### config.mk
export PLATFORM = sky130hd
export DESIGN_NAME = shift_add_mult
export DESIGN_NICKNAME = d
export VERILOG_FILES = /design/src/rtl/shift_add_mult.sv
export SDC_FILE = /design/constraint.sdc
export NUM_CORES = 1
export LEC_CHECK = 0
export CAP_MARGIN = 20
export CORE_ASPECT_RATIO = 1.25
export CORE_MARGIN = 3
export CORE_UTILIZATION = 55
export DETAILED_ROUTE_END_ITERATION = 16
export DONT_BUFFER_PORTS = 1
export GPL_ROUTABILITY_DRIVEN = 0
export PLACE_DENSITY = 0.71
export SLEW_MARGIN = 25
export SYNTH_ARGS = -nofsm -noshare
export SYNTH_HDL_FRONTEND = slang
export SYNTH_SLANG_ARGS = --single-unit
export TNS_END_PERCENT = 10
### constraint.sdc
create_clock -name clk -period 1.7 [get_ports clk]
set_input_delay 0.17 -clock clk [delete_from_list [all_inputs] [get_ports clk]]
set_output_delay 0.17 -clock clk [all_outputs]
set_load 0.005 [all_outputs]
### src/rtl/shift_add_mult.sv
// Sequential unsigned N x N shift-and-add multiplier driving an external combinational adder (s = a + m*b).
// Latency N+1 cycles from accepted start to done; start is only accepted in IDLE and ignored otherwise.
module shift_add_mult #(
    parameter int N = 4
) (
    input  logic           clk,
    input  logic           rst_n,
    input  logic           start,
    input  logic [N-1:0]   a_in,
    input  logic [N-1:0]   b_in,
    output logic [N-1:0]   add_a,
    output logic [N-1:0]   add_b,
    output logic           add_m,
    input  logic [N-1:0]   add_s,
    output logic           busy,
    output logic           done,
    output logic [2*N-1:0] product
);

    localparam int CW = $clog2(N) + 1;

    typedef enum logic [1:0] {
        IDLE = 2'd0,
        RUN  = 2'd1,
        DONE = 2'd2
    } state_t;

    state_t           state_q;
    logic [N-1:0]     p_hi_q;
    logic [N-1:0]     p_lo_q;
    logic [N-1:0]     mcand_q;
    logic [CW-1:0]    count_q;
    logic [2*N-1:0]   product_q;

    logic             carry;
    logic [2*N-1:0]   shift_d;

    // The adder truncates to N bits; a wrap is detectable because add_b < 2^N.
    assign carry   = (add_s < p_hi_q);
    assign shift_d = {carry, add_s, p_lo_q[N-1:1]};

    always_ff @(posedge clk or negedge rst_n) begin
        if (!rst_n) begin
            state_q   <= IDLE;
            p_hi_q    <= '0;
            p_lo_q    <= '0;
            mcand_q   <= '0;
            count_q   <= '0;
            product_q <= '0;
        end else begin
            case (state_q)
                IDLE: begin
                    if (start) begin
                        mcand_q <= a_in;
                        p_hi_q  <= '0;
                        p_lo_q  <= b_in;
                        count_q <= '0;
                        state_q <= RUN;
                    end
                end
                RUN: begin
                    {p_hi_q, p_lo_q} <= shift_d;
                    count_q          <= count_q + CW'(1);
                    if (count_q == CW'(N - 1)) begin
                        state_q   <= DONE;
                        product_q <= shift_d;
                    end
                end
                DONE: begin
                    state_q <= IDLE;
                end
                default: begin
                    state_q <= IDLE;
                end
            endcase
        end
    end

    assign busy    = (state_q == RUN);
    assign done    = (state_q == DONE);
    assign add_a   = p_hi_q;
    assign add_b   = mcand_q;
    assign add_m   = p_lo_q[0] & busy;
    assign product = product_q;

endmodule

==> results.json <==
{
  "sw_frac_of_total_pct": 35.8,
  "die_area_mm2": 0.00267,
  "htreeDepth": 1,
  "maxCapViolCount": 0,
  "fin_cells": 121,
  "diodes": 0,
  "placed_cell_area_mm2": 0.00116,
  "io_pins": 34,
  "cts_made_buffers": 3,
  "ant_nets": 0,
  "fmax_mhz": 646,
  "busiest_layer": "met2",
  "routed_wirelength_um": 2070,
  "setup_ws_ns": 0.152,
  "rsz0062_at_grt": "false",
  "area_delta_synth_final_pct": 12.8,
  "cp.arrival_ns": 1.38,
  "first_global_vias": 683,
  "cts_sinks": 25,
  "ys_types": 27,
  "worst_pin_slew_ns": 0.530,
  "required_ns": 1.53,
  "slew_headroom_pct": 64.7,
  "synth_seq_area_share_pct": 54.6,
  "p_int_mw": 1.40,
  "die_y_um": 57.0,
  "synth_top_area_share_pct": 54.6,
  "synthCells": 89,
  "clk_latency_ns": 0.31,
  "use_met1_pct": 22.5,
  "setup_viol_count_final": 0,
  "die_w_um": 46.8,
  "place_ws_ns": 0.228,
  "wl_per_cell_um": 17.1,
  "grt_max_degree": 26,
  "start_util_pct": 61.2,
  "powerDensity_mw_per_mm2": 1690,
  "nets": 123,
  "grt_antenna_before_repair": 0,
  "worstHoldPathType": "input pin to register",
  "drt-pass1-iter-count": 4,
  "critPathLaunchType": "register",
  "crit_type": "register to output pin",
  "finalMaxSlewViolations": 0,
  "fillCellCount": 143,
  "syn_area_per_cell_um2": 12.9,
  "use_met2_pct": 25.8,
  "clkTransAtPathRegs_ns": 0.13,
  "synth_seq_cells": 25,
  "peakVddDrop_uv": 1000,
  "worst_setup_path_end_kind": "output pin",
  "r2r_cells": 4,
  "core_area_mm2": 0.00187,
  "portBuffers": 0,
  "rows": 17,
  "via_per_inst": 6.04,
  "cts_root_buf": "clkbuf_4",
  "vias": 731,
  "sequentialPowerShare_pct": 53.6,
  "gr-usage-all-layers_pct": 16.8,
  "post-route-util_pct": 69.0,
  "clkPwrFrac_pct": 11.7,
  "ys_top_cells_by_area": "dfrtp_1 55%, mux2_2 11%, ha_1 5.5%",
  "synth_edf_count": 0,
  "hold_viol": 0,
  "yosys_most_used_dff": "dfrtp_1",
  "fin_skew_ns": 0.00451,
  "hold_path_depth": 2,
  "power_switching_uw": 779,
  "dp.cells": 106,
  "cts_tree": "yes",
  "drt-initial-drc-count": 4,
  "use_met3_pct": 5.68,
  "final_cell_area_mm2": 0.00129,
  "drive_gt1_share_pct": 27.5,
  "syn_area_mm2": 0.00114,
  "max-clock-path-buffers": 2,
  "synth_area_leader_cell": "dfrtp_1",
  "grt_pass1_wl_um": 3270,
  "synth_fp_nets": 109,
  "layout_min_cycle_time_ns": 1.55,
  "p_comb_share_pct": 34.7,
  "period_share_pct": 91.0,
  "grt-ovfl-total": 0,
  "dp_hpwl_um": 1470,
  "status": "completed",
  "postCtsSetupBuffers": 0,
  "drc": 0,
  "async_reset_ff_share_pct": 100,
  "total_leakage_power_nw": 0.603,
  "yosys_warnings": 0,
  "crit_fanout": 10,
  "setup_tns_ns": 0
}
==> power groups by stage <==
| stage | clock (mW) | sequential (mW) | combinational, mW |
|---|---|---|---|
| final | 0.255 | 1.17 | 0.755 |
| after floorplan | 0 | 1.06 | 0.681 |
| after global placement | 0 | 1.17 | 0.709 |
| after detailed placement | 0 | 1.18 | 0.731 |
| after global routing | 0.300 | 1.21 | 0.853 |
| after CTS | 0.263 | 1.17 | 0.762 |
==> logic make-up (layout without fill, tap and decap cells) <==
kind of cell    after synthesis  after routing  synth area share (%)
compound gates               22             22                  13.2
fa+ha+maj                     5              5                  5.46
buf+inv                       9             22                  3.39
flops                        25             25                  54.6
mux                          12             12                  11.7
simple gates                 16             16                  11.6
==> Yosys cell counts (2+ instances only) <==
cell type,n
a21oi_1,5
a22o_1,4
a22oi_1,3
and2b_2,3
dfrtp_1,25
ha_1,5
inv_1,6
mux2_2,11
nand2_1,3
nor2b_4,2
o21ai_0,6
==> routing by layer <==
layer	routed length, um	up-vias
met5	0	-
met3	150	2
met2	1080	26
met4	12	0
li1	-	343
met1	828	360
==> sequential cells by signal, indices dropped and copies added, names as in the netlist <==
name     count
add_b        4
count_q      3
state_q      2
product      8
add_a        4
p_lo_q       4
==> path summary, 6_finish.rpt <==
check                      slack, ns    endpoint        from
setup reg to reg                0.24  product[2]  count_q[0]
setup / recovery                0.15       add_m  state_q[1]
hold reg to reg                 0.52  count_q[2]  count_q[2]
min in group asynchronous       0.35   p_lo_q[0]       rst_n
max in group asynchronous       0.97  state_q[1]       rst_n
hold / removal                  0.05   p_lo_q[3]     b_in[3]
==> per-stage QoR <==
step | total power [mW] | hold slack (ns)
finish | 2.18 | 0.0520
global route | 2.36 | 0.0260
CTS | 2.19 | 0.00937
detailed placement | 1.91 | -0.125
global placement | 1.88 | -0.125
floorplan | 1.74 | -0.126
==> layout by cell type, fill, tap and decap left out, types with 2 or more instances in the layout <==
cell and instances:
inv_1 6, dlygate4sd3_1 10, a22o_1 4, nor2b_4 2
ha_1 5, o21ai_0 6, clkbuf_4 3, dfrtp_2 2
mux2_2 11, a21oi_1 5, dfrtp_1 23, nand2_1 3
a22oi_1 3, and2b_2 3
==> critical path, cell delays in order, from the launching register on <==
cell	delay (ns)
dfrtp_2	0.50
nand2b_1	0.21
inv_2	0.19
and2_1	0.17
==> final cells by class <==
| class | instances | area (um2) | area share, % |
|---|---|---|---|
| Sequential cell | 25 | 628 | 48.6 |
| Multi-Input combinational cell | 55 | 480 | 37.2 |
| Timing Repair Buffer | 11 | 105 | 8.14 |
| Inverter | 7 | 26.3 | 2.03 |
| Tap cell | 19 | 23.8 | 1.84 |
| Clock buffer | 3 | 22.5 | 1.74 |
| Clock inverter | 1 | 5.00 | 0.388 |
==> repair_timing <==
item / CTS / global route
gates resized for setup: 0 / 2
hold endpoints to repair: 37 / 26
hold buffers: 9 / 2
setup endpoints to repair: 0 / 1
No activity file was read; power rests on OpenSTA's default activity.
